===== src/rtl/regfile_pkg.sv =====
// Shared constants and types for the architectural integer register file.
package regfile_pkg;

    localparam int unsigned XLEN  = 32;
    localparam int unsigned NREGS = 32;

    typedef logic [4:0]      reg_addr_t;
    typedef logic [XLEN-1:0] reg_data_t;

endpackage


===== src/rtl/regfile_read_port.sv =====
// One combinational read port: array lookup, same-cycle write bypass and x0 masking.
// REGFILE_X0_HARDWIRE_EN: when defined, address 0 always reads 0 and never bypasses.
import regfile_pkg::*;

module regfile_read_port #(
    parameter int WIDTH   = XLEN - 1,
    parameter int A_WIDTH = $clog2(NREGS) - 1
) (
    input  logic [2**(A_WIDTH+1)-1:0][WIDTH:0] array,
    input  logic [A_WIDTH:0]                   address,
    input  logic [A_WIDTH:0]                   wraddress,
    input  logic [WIDTH:0]                     wdata,
    input  logic                               we,
    output logic [WIDTH:0]                     data
);

    // Stored value, overridden by write data on an address match.
    always_comb begin
        data = array[address];
        if (we && (wraddress == address)) begin
            data = wdata;
        end
`ifdef REGFILE_X0_HARDWIRE_EN
        if (address == '0) begin
            data = '0;
        end
`endif
    end

endmodule


===== src/rtl/register_file.sv =====
// Architectural integer register file: two asynchronous read ports with
// write-through bypass, one synchronous write port fed by the commit stage.
// REGFILE_X0_HARDWIRE_EN: when defined, register 0 is hardwired to zero.
import regfile_pkg::*;

module register_file #(
    parameter int WIDTH   = XLEN - 1,
    parameter int A_WIDTH = $clog2(NREGS) - 1
) (
    input  logic               clk,
    input  logic               reset_n,
    input  logic [A_WIDTH:0]   address1,
    input  logic [A_WIDTH:0]   address2,
    input  logic [A_WIDTH:0]   wraddress,
    input  logic [WIDTH:0]     wdata,
    input  logic               regWrite,
    input  logic               validCommit,
    output logic [WIDTH:0]     regValue1,
    output logic [WIDTH:0]     regValue2
);

    localparam int unsigned DEPTH = 2**(A_WIDTH+1);

    logic [DEPTH-1:0][WIDTH:0] regs;
    logic                      we;
    logic                      we_store;

    // Reset gates the enable so the bypass is inert while reset_n is low.
    always_comb begin
        we = regWrite & validCommit & reset_n;
`ifdef REGFILE_X0_HARDWIRE_EN
        we_store = we & (wraddress != '0);
`else
        we_store = we;
`endif
    end

    // Flop-based storage with asynchronous clear.
    always_ff @(posedge clk or negedge reset_n) begin
        if (!reset_n) begin
            regs <= '0;
        end else if (we_store) begin
            regs[wraddress] <= wdata;
        end
    end

    regfile_read_port #(.WIDTH(WIDTH), .A_WIDTH(A_WIDTH)) u_port1 (
        .array     (regs),
        .address   (address1),
        .wraddress (wraddress),
        .wdata     (wdata),
        .we        (we),
        .data      (regValue1)
    );

    regfile_read_port #(.WIDTH(WIDTH), .A_WIDTH(A_WIDTH)) u_port2 (
        .array     (regs),
        .address   (address2),
        .wraddress (wraddress),
        .wdata     (wdata),
        .we        (we),
        .data      (regValue2)
    );

endmodule


===== config.mk =====
export PLATFORM = sky130hd
export DESIGN_NAME = register_file
export DESIGN_NICKNAME = d
export VERILOG_FILES = /design/src/rtl/regfile_pkg.sv /design/src/rtl/regfile_read_port.sv /design/src/rtl/register_file.sv
export SDC_FILE = /design/constraint.sdc
export NUM_CORES = 2
export LEC_CHECK = 0
export CAP_MARGIN = 40
export CORE_MARGIN = 5
export CORE_UTILIZATION = 67
export CTS_CLUSTER_DIAMETER = 40
export DETAILED_ROUTE_END_ITERATION = 16
export PLACE_DENSITY = 0.88
export SYNTH_ARGS = -nofsm -noshare
export SYNTH_HDL_FRONTEND = slang
export SYNTH_HIERARCHICAL = 1
export SYNTH_SLANG_ARGS = --single-unit

===== constraint.sdc =====
create_clock -name clk -period 5.8 [get_ports clk]
set_clock_uncertainty 0.05 [all_clocks]
set_input_delay 1.16 -clock clk [delete_from_list [all_inputs] [get_ports clk]]
set_output_delay 1.16 -clock clk [all_outputs]
set_load 0.02 [all_outputs]

==> impl_metrics.env <==
export IMPL_ctsHoldBuffers=0
export IMPL_syn_to_final_growth_pct=13.0
export IMPL_ys_top_cells_by_count="dfrtp_1, mux2_2, mux2i_1, mux4_2, clkbuf_1"
export IMPL_slew_headroom=0.331
export IMPL_leakage_nw=29.2
export IMPL_grt_use_total=0.396
export IMPL_synth_edf_count=0
export IMPL_power_density_nw_per_um2=310
export IMPL_dr_pass1_iters=9
export IMPL_grt_pass1_wl_um=266000
export IMPL_vias=39964
export IMPL_fmax_ghz=0.176
export IMPL_path_cells="clkdlybuf4s50_1, or3b_2, buf_4, o221ai_1, a211oi_1, o31ai_1, clkdlybuf4s50_1"
export IMPL_cts_root_buf="clkbuf_16"
export IMPL_synthesis_area_um2=55400
export IMPL_synth_top_area_cell="dfrtp_1"
export IMPL_fin_nets=3989
export IMPL_min_path_type="in2async"
export IMPL_wirelength_um=177000
export IMPL_final_setup_tns_ns=0
export IMPL_grt_max_degree=180
export IMPL_htreeDepth=4
export IMPL_post_cts_buffers=0
export IMPL_clk_latency_ns=0.74
export IMPL_yosysTopAreaCellShare=0.462
export IMPL_ys_seq_elements=1024
export IMPL_syn_nets=3952
export IMPL_maxCapViolCount=0
export IMPL_syn_inst=3901
export IMPL_post_place_ws_ns=0.359
export IMPL_tightest_slew_ns=1.00
export IMPL_hpwl_um=103000
export IMPL_ys_types=45
export IMPL_hold_violations=0
export IMPL_critPathKind="in2out"
export IMPL_io_pins=115
export IMPL_cts_buffers=137
export IMPL_setup_ws_ns=0.110
export IMPL_slew_violations=0
export IMPL_cts_resized=0
export IMPL_syn_area_per_cell_um2=14.2
export IMPL_async_reset_ff_frac=1.00
export IMPL_setup_viol=0
export IMPL_worstPathMaxFanout=11
export IMPL_critPathSlowestCell="clkdlybuf4s50_1"
export IMPL_start_kind="input pin"
export IMPL_period_needed_ns=5.69
export IMPL_cts_tree="built"
export IMPL_crit_arrival_ns=4.48
export IMPL_period_share=0.981
export IMPL_status="complete, no violations"
export IMPL_synthFlopType="dfrtp_1"
export IMPL_drt_iter0_drc=5347
export IMPL_rows=105
export IMPL_peakVddDrop_uv=285
export IMPL_die_h_um=298
export IMPL_avgRoutedWirePerCell_um=34.6
export IMPL_grt_overflow=0
export IMPL_path_clk_slew_ns=0.06
export IMPL_max_stage_delay_ns=0.73
export IMPL_ys_warnings_count=6
export IMPL_rsz0062_at_grt="false"
export IMPL_dieArea_um2=88600
export IMPL_ys_seq_area_frac=0.462
export IMPL_antenna_found_initial=5
export IMPL_place_congestion=0.930
export IMPL_drc_errors=0
export IMPL_cp_common_cell="clkdlybuf4s50_1"
export IMPL_reg_top3="regs x1024"
export IMPL_reg2reg_slack_ns=4.90
export IMPL_die_w_um=298
export IMPL_postRouteAntennaNets=0
export IMPL_largest_register="regs"
export IMPL_via_per_inst=7.79
export IMPL_start_util=0.675
export IMPL_clk_path_buf_depth=3
export IMPL_end_kind="primary output"
export IMPL_grt_pass1_vias=41738
export IMPL_drive_gt1_frac=0.454
export IMPL_port_buffers=114
export IMPL_largest_reg_flops=1024
export IMPL_critPathRequiredTime_ns=4.59
export IMPL_clock_sinks=1024
export IMPL_core_um2=82100
export IMPL_yosys_top_cells_area="dfrtp_1, mux2_2, mux4_2, mux2i_1, a22oi_1"
through the flow:
step	hold WS (ns)	std cells	total power, mW	area [um^2]	util
2_1_floorplan	0.435	3901	9.84	55400	-
3_3_place_gp	0.445	4848	10.6	57500	0.700
3_5_place_dp	0.457	4867	10.7	57900	0.705
4_1_cts	0.287	5118	19.3	62600	0.762
5_1_grt	0.314	5121	19.9	62600	0.763
6_report	0.303	5127	19.4	62600	0.763
worst max-delay path, delay by kind of cell:
family	cells	cell delay (ns)
simple gates	1	0.68
buf+inv	3	1.69
compound gates	3	0.95
final cells by class:
type	count	area (um^2)
antenna	7	17.5
clock buffer	176	3780
clock inverter	75	887
sequential	1024	25600
fill	4360	19500
tap	1070	1340
timing repair buffer	316	3330
multi-input combinational	2459	27700
kinds of logic (layout without fill, tap and decap cells):
group                  count (synthesis)  after routing  share of synthesized area
AO/OA/AOI/OAI                        442            442                     0.0601
XOR/XNOR                              10             10                    0.00158
buffers and inverters                418            567                     0.0427
flip-flops                          1024           1024                      0.462
multiplexers                        1728           1728                      0.408
other                                  0              7                          0
AND/OR/NAND/NOR                      279            279                     0.0254
layer usage:
layer / wire, um / GRT usage / vias to the layer above
met4: 13600 / 0.243 / 4
met3: 25500 / 0.146 / 902
met1: 61400 / 0.515 / 20457
met2: 76800 / 0.570 / 3421
met5: 26 / 0 / -
li1: - / - / 15180
worst paths after layout:
| check | from | end | depth (start not counted) |
|---|---|---|---|
| worst max-delay path | address1[3] | regValue1[12] | 7 |
| worst min-delay path | reset_n | regs[670] | 1 |
| worst max register to register | regs[449] | regs[449] | 1 |
| worst min register to register | regs[932] | regs[932] | 1 |
| max in group asynchronous | reset_n | regs[935] | 6 |
| min in group clk | regs[932] | regs[932] | 1 |
layout by cell type (no fill, tap or decap), types with 62 or more instances in the layout:
| cell type | count |
|---|---|
| a22oi_1 | 166 |
| mux2i_1 | 384 |
| buf_4 | 156 |
| a22o_1 | 62 |
| clkdlybuf4s50_1 | 104 |
| clkbuf_16 | 138 |
| mux4_2 | 312 |
| nand2_1 | 134 |
| dfrtp_1 | 1024 |
| o221ai_1 | 82 |
| mux2_2 | 1024 |
power breakdown:
| part | total, mW | internal, mW | switching (mW) |
|---|---|---|---|
| Sequential | 8.21 | 7.74 | 0.470 |
| Clock | 8.61 | 5.14 | 3.46 |
| Combinational | 2.58 | 1.27 | 1.31 |
| Total | 19.4 | 14.2 | 5.24 |
No activity file was read; power rests on OpenSTA's default activity.
